$ cat src/rtl/muldiv_unit.sv
// Iterative signed multiply/divide unit: one shift-add (MULT) or restoring-subtract
// (DIV) step per cycle, with results handed back as HI/LO over a start/busy/done handshake.
module muldiv_unit #(
  parameter int WIDTH = 32
) (
  input  logic             clk,
  input  logic             rst,
  input  logic             start,
  input  logic [5:0]       alu_op,
  input  logic [WIDTH-1:0] a,
  input  logic [WIDTH-1:0] b,
  output logic             busy,
  output logic             done,
  output logic             div_by_zero,
  output logic [WIDTH-1:0] hi,
  output logic [WIDTH-1:0] lo
);

  localparam logic [5:0] OP_MULT = 6'b011000;
  localparam logic [5:0] OP_DIV  = 6'b011010;
  localparam int         CW      = $clog2(WIDTH + 1);

  typedef enum logic [1:0] {S_IDLE, S_CALC, S_FIX} state_t;

  state_t             r_state;
  state_t             w_next;
  logic               r_is_div;
  logic               r_neg_res;
  logic               r_neg_dvd;
  logic               r_dbz;
  logic [WIDTH-1:0]   r_opnd;
  logic [2*WIDTH-1:0] r_acc;
  logic [CW-1:0]      r_cnt;

  logic               w_is_div;
  logic               w_start_ok;
  logic               w_last;
  logic [WIDTH-1:0]   w_abs_a;
  logic [WIDTH-1:0]   w_abs_b;
  logic [WIDTH:0]     w_mul_sum;
  logic [2*WIDTH-1:0] w_mul_next;
  logic [WIDTH-1:0]   w_rem_sh;
  logic [WIDTH:0]     w_diff;
  logic [2*WIDTH-1:0] w_div_next;
  logic [2*WIDTH-1:0] w_prod_fix;
  logic [WIDTH-1:0]   w_quot;
  logic [WIDTH-1:0]   w_rem;
  logic [WIDTH-1:0]   w_lo_div;
  logic [WIDTH-1:0]   w_hi_div;
  logic [WIDTH-1:0]   w_dvd_orig;

  assign w_is_div   = (alu_op == OP_DIV);
  assign w_start_ok = start && ((alu_op == OP_MULT) || w_is_div);
  assign w_last     = (r_cnt == CW'(WIDTH - 1));
  assign w_abs_a    = a[WIDTH-1] ? -a : a;
  assign w_abs_b    = b[WIDTH-1] ? -b : b;
  assign busy       = (r_state != S_IDLE);

  // MULT: acc = {partial product, remaining multiplier bits}; add on LSB, shift right.
  assign w_mul_sum  = {1'b0, r_acc[2*WIDTH-1:WIDTH]} + (r_acc[0] ? {1'b0, r_opnd} : '0);
  assign w_mul_next = {w_mul_sum, r_acc[WIDTH-1:1]};

  // DIV: remainder stays below |b| <= 2^(WIDTH-1), so the shifted remainder fits in WIDTH bits.
  assign w_rem_sh   = {r_acc[2*WIDTH-2:WIDTH], r_acc[WIDTH-1]};
  assign w_diff     = {1'b0, w_rem_sh} - {1'b0, r_opnd};
  assign w_div_next = w_diff[WIDTH] ? {w_rem_sh, r_acc[WIDTH-2:0], 1'b0}
                                    : {w_diff[WIDTH-1:0], r_acc[WIDTH-2:0], 1'b1};

  assign w_prod_fix = r_neg_res ? -r_acc : r_acc;
  assign w_quot     = r_acc[WIDTH-1:0];
  assign w_rem      = r_acc[2*WIDTH-1:WIDTH];
  assign w_lo_div   = r_neg_res ? -w_quot : w_quot;
  assign w_hi_div   = r_neg_dvd ? -w_rem : w_rem;
  // On divide-by-zero the low half still holds |a|; re-apply the sign to recover a.
  assign w_dvd_orig = r_neg_dvd ? -w_quot : w_quot;

  always_comb begin
    // NOTE: every always_comb output gets a default first so no path can infer a latch.
    w_next = r_state;
    case (r_state)
      S_IDLE:  if (w_start_ok) w_next = (w_is_div && (b == '0)) ? S_FIX : S_CALC;
      S_CALC:  if (w_last) w_next = S_FIX;
      S_FIX:   w_next = S_IDLE;
      default: w_next = S_IDLE;
    endcase
  end

  // NOTE: clocked state uses non-blocking assignments so every register samples pre-edge values.
  always_ff @(posedge clk or posedge rst) begin
    if (rst) begin
      r_state     <= S_IDLE;
      r_is_div    <= 1'b0;
      r_neg_res   <= 1'b0;
      r_neg_dvd   <= 1'b0;
      r_dbz       <= 1'b0;
      r_opnd      <= '0;
      r_acc       <= '0;
      r_cnt       <= '0;
      done        <= 1'b0;
      div_by_zero <= 1'b0;
      hi          <= '0;
      lo          <= '0;
    end else begin
      r_state     <= w_next;
      done        <= 1'b0;
      div_by_zero <= 1'b0;
      case (r_state)
        S_IDLE: begin
          if (w_start_ok) begin
            r_is_div  <= w_is_div;
            r_neg_dvd <= a[WIDTH-1];
            r_neg_res <= a[WIDTH-1] ^ b[WIDTH-1];
            r_dbz     <= w_is_div && (b == '0);
            r_cnt     <= '0;
            if (w_is_div) begin
              r_acc  <= {{WIDTH{1'b0}}, w_abs_a};
              r_opnd <= w_abs_b;
            end else begin
              r_acc  <= {{WIDTH{1'b0}}, w_abs_b};
              r_opnd <= w_abs_a;
            end
          end
        end
        S_CALC: begin
          r_cnt <= r_cnt + 1'b1;
          r_acc <= r_is_div ? w_div_next : w_mul_next;
        end
        S_FIX: begin
          done <= 1'b1;
          if (r_dbz) begin
            hi          <= w_dvd_orig;
            lo          <= '1;
            div_by_zero <= 1'b1;
          end else if (r_is_div) begin
            hi <= w_hi_div;
            lo <= w_lo_div;
          end else begin
            {hi, lo} <= w_prod_fix;
          end
        end
        default: ;
      endcase
    end
  end

endmodule

$ cat config.mk
export PLATFORM = sky130hd
export DESIGN_NAME = muldiv_unit
export DESIGN_NICKNAME = d
export VERILOG_FILES = /design/src/rtl/muldiv_unit.sv
export SDC_FILE = /design/constraint.sdc
export NUM_CORES = 1
export LEC_CHECK = 0
export ABC_AREA = 1
export CAP_MARGIN = 10
export CORE_MARGIN = 3
export CORE_UTILIZATION = 50
export DETAILED_ROUTE_END_ITERATION = 8
export PLACE_DENSITY = 0.7
export SLEW_MARGIN = 10
export SYNTH_ARGS = -nofsm -noshare
export SYNTH_HDL_FRONTEND = slang
export SYNTH_SLANG_ARGS = --single-unit
$ cat constraint.sdc
create_clock -name clk -period 6.7 [get_ports clk]
set_input_delay 0.67 -clock clk [delete_from_list [all_inputs] [get_ports clk]]
set_output_delay 0.67 -clock clk [all_outputs]
set_load 0.03 [all_outputs]
==> impl_metrics.yaml <==
outcome:
  status: "finished clean"
clock_network:
  clk_pin_slew_ns: 0.08
  cts_tree: "done"
  post_cts_buffers: 0
  hold_buffers: 0
  cts_buffers: 17
  root_buffer: "clkbuf_16"
  clk_latency_ns: 0.47
  h-tree-depth: 4
  clock_path_buffers: 2
  clock-sinks: 174
  ctsResizeCount: 0
placement:
  place_congestion: 1.045
  io_buffers: 139
  dp_hpwl_um: 60000
worst_setup_path:
  crit_top_cell: "inv_1"
  cp-start-kind: "primary input"
  r2r_slack_ns: 3.05
  cp_cell_sequence: "clkdlybuf4s50_1, nor2_1, nand2_1, inv_1, nand3_1, buf_4, inv_1, nor2_1, inv_1, a21oi_1, a211o_1"
  cp_slowest_cell: "nor2_1"
  crit_fanout: 41
  critical_path.top_delay_family: "buffers and inverters"
  crit_type: "primary input to register"
  critical_path.n_buffers_inverters: 5
  arrival_ns: 4.16
  max_stage_delay_ns: 0.90
  rr_endpoint: "lo[28]"
  critPathRequiredTime_ns: 7.09
  r2r_start: "r_state[1]"
  r2r_cells: 9
  worst_setup_path_end_kind: "register"
floorplan:
  core_sq_um: 34880
  die_w_um: 194.9
  fp.dieH_um: 194.9
  die_area_sq_um: 37970
  pin_count: 140
  num_rows: 68
  initial_core_util: 0.5113
drt:
  vias: 21400
  viasPerCell: 6.089
  wl_per_cell_um: 21.41
  drt_first_iter_violations: 2843
  drtAntennaViolNets: 0
  route.detailed.drc: 0
  routed_wl_um: 75240
  firstDrtPassIters: 9
sta:
  clock.fmax_mhz: 265.1
  worstMarginPinSlew_ns: 1.129
  final_max_slew_viol_count: 0
  setup_viol: 0
  slew_headroom: 0.2468
  fin_crit_sh: 0.5629
  rsz0062_at_grt: "false"
  clock-skew-final_ns: 0.02213
  fin_crit_ns: 3.772
  tns_ns: 0
  final_hold_viol_count: 0
yosys:
  ys_ff_latch: 174
  synth_cell_types: 54
  synthCells: 2975
  synth.yosys.seq_area_share: 0.2441
  yosysTopAreaCell: "dfrtp_1"
  yosysWarnings: 0
  syn_area_sq_um: 17830
  synth_top_area_share: 0.2441
  avgSynthCellArea_sq_um: 5.995
  synthesis.nets: 3120
  synth_area_leaders: "dfrtp_1, nand2_1, nand3_1"
finish:
  fin_nets: 3191
  register_area_sq_um: 4354
  fillerInstances: 3485
  utilization: 0.5771
  areaGrowthSynthToFinish_pct: 12.87
  drive_above_1_share: 0.04707
  multi_input_area_sq_um: 11560
worst_hold_path:
  hold_end: "hi[7]"
  hp-class: "register to register"
  min_from: "hi[7]"
  worstHoldPathCells: 2
global_route:
  grt_max_degree: 74
  grt_pass1_vias: 19360
  grt_usage: 0.3801
  overflow: 0
  antenna_found_initial: 1
  grt_pass1_wl_um: 113600
run:
  maxCapViolCount: 0
power:
  power_density_nw_per_um2: 215.8
  power_leakage_nw: 10.13
  ir_worst_vdd_mv: 0.1999
==> report_power, final <==
part | switching (mW) | internal, mW | total [mW]
Sequential | 0.208 | 1.14 | 1.35
Clock | 0.568 | 0.518 | 1.09
Combinational | 1.35 | 0.561 | 1.91
Total | 2.12 | 2.22 | 4.34
==> layout make-up <==
cell class,instances,share of cell area
clock inverters,15,0.01026
diodes,1,0.0001243
multi-input cells,2301,0.5744
flip-flops and latches,174,0.2163
repair buffers,156,0.07546
well taps,455,0.02828
inverters,396,0.07409
clock buffers,17,0.02113
==> stage by stage <==
stage | setup slack (ns) | total power, mW | hold slack [ns] | std cells | area [sq um]
6_report | 2.928 | 4.343 | 0.4998 | 3515 | 20130
3_3_place_gp | 2.719 | 3.170 | 0.4741 | 3482 | 19500
2_1_floorplan | 1.313 | 2.526 | 0.4579 | 2975 | 17830
3_5_place_dp | 2.636 | 3.186 | 0.4719 | 3482 | 19500
5_1_grt | 2.735 | 4.546 | 0.5323 | 3514 | 20130
4_1_cts | 3.049 | 4.257 | 0.4945 | 3514 | 20130
==> cell families (layout without fill, tap and decap cells) <==
family / Yosys count / count (layout) / synth area share
fa+ha+maj: 72 / 72 / 0.05135
simple gates: 1598 / 1598 / 0.3826
xor+xnor: 79 / 79 / 0.03880
buf+inv: 500 / 584 / 0.1085
flops: 174 / 174 / 0.2441
compound gates: 552 / 552 / 0.1746
other cells: 0 / 1 / 0
==> worst max path at each step <==
stage,startpoint,to,slack (ns),depth (start not counted)
CTS,alu_op[2],r_opnd[16],3.05,10
finish,alu_op[2],r_opnd[18],2.93,11
floorplan,rst,div_by_zero,1.31,1
detailed placement,alu_op[2],r_opnd[18],2.64,11
global placement,alu_op[0],r_opnd[18],2.72,11
global route,alu_op[2],r_opnd[16],2.73,10
==> cell usage in the layout, fill, tap and decap left out, types with 13 or more instances in the layout <==
master,instances
a21oi_1,244
nor2_2,13
clkbuf_16,17
nand3_2,14
buf_4,17
inv_2,20
o21ai_1,20
a31oi_1,14
nor2_1,358
nor3_1,26
clkdlybuf4s50_1,139
o21a_1,14
xnor2_1,15
o21ai_0,166
nand3b_1,13
nand3_1,289
xor2_1,64
inv_1,373
nand4_1,36
o221ai_1,16
dfrtp_1,174
nand2_1,804
o211ai_1,26
nand2_2,20
ha_1,70
==> worst register-to-register path, cell delays in order (launching register included) <==
cell     delay [ns]
dfrtp_1        0.43
inv_1          0.09
nor2_4         0.08
buf_4          0.60
inv_1          0.69
nor2_2         0.73
inv_2          0.41
a21oi_1        0.25
o21ai_0        0.13
o21a_1         0.14
==> per-layer routing <==
| layer | vias to the layer above | wire length, um | GRT usage |
|---|---|---|---|
| met5 | - | 0 | 0 |
| met4 | 0 | 3910 | 0.1656 |
| li1 | 9831 | - | - |
| met1 | 9962 | 30710 | 0.5306 |
| met2 | 1388 | 32480 | 0.5814 |
| met3 | 223 | 8138 | 0.06396 |
==> cell usage after synthesis (all sizes together) <==
library cell  number
nand2            826
inv              394
nor2             380
nand3            303
a21oi            249
o21ai            190
dfrtp            174
clkbuf            71
ha                70
xor2              64
nand4             36
buf               33
nor3              27
o211ai            26
o221ai            16
xnor2             15
a31oi             14
o21a              14
nand3b            13
a22oi             10
o21bai             7
o22a               6
or2                6
a32oi              5
a21boi             3
and2               3
o22ai              3
a21o               2
clkinv             2
fa                 2
nor3b              2
nor4               2
o31ai              2
a211o              1
a221oi             1
a22o               1
a311oi             1
a32o               1
==> sequential cells by signal (all words and copies together) (netlist names) <==
register and cells:
lo 32, r_is_div 1, r_neg_dvd 1, r_acc 64, div_by_zero 1, r_state 2
r_dbz 1, r_cnt 6, r_opnd 32, done 1, r_neg_res 1, hi 32
No activity file was read; power rests on OpenSTA's default activity.
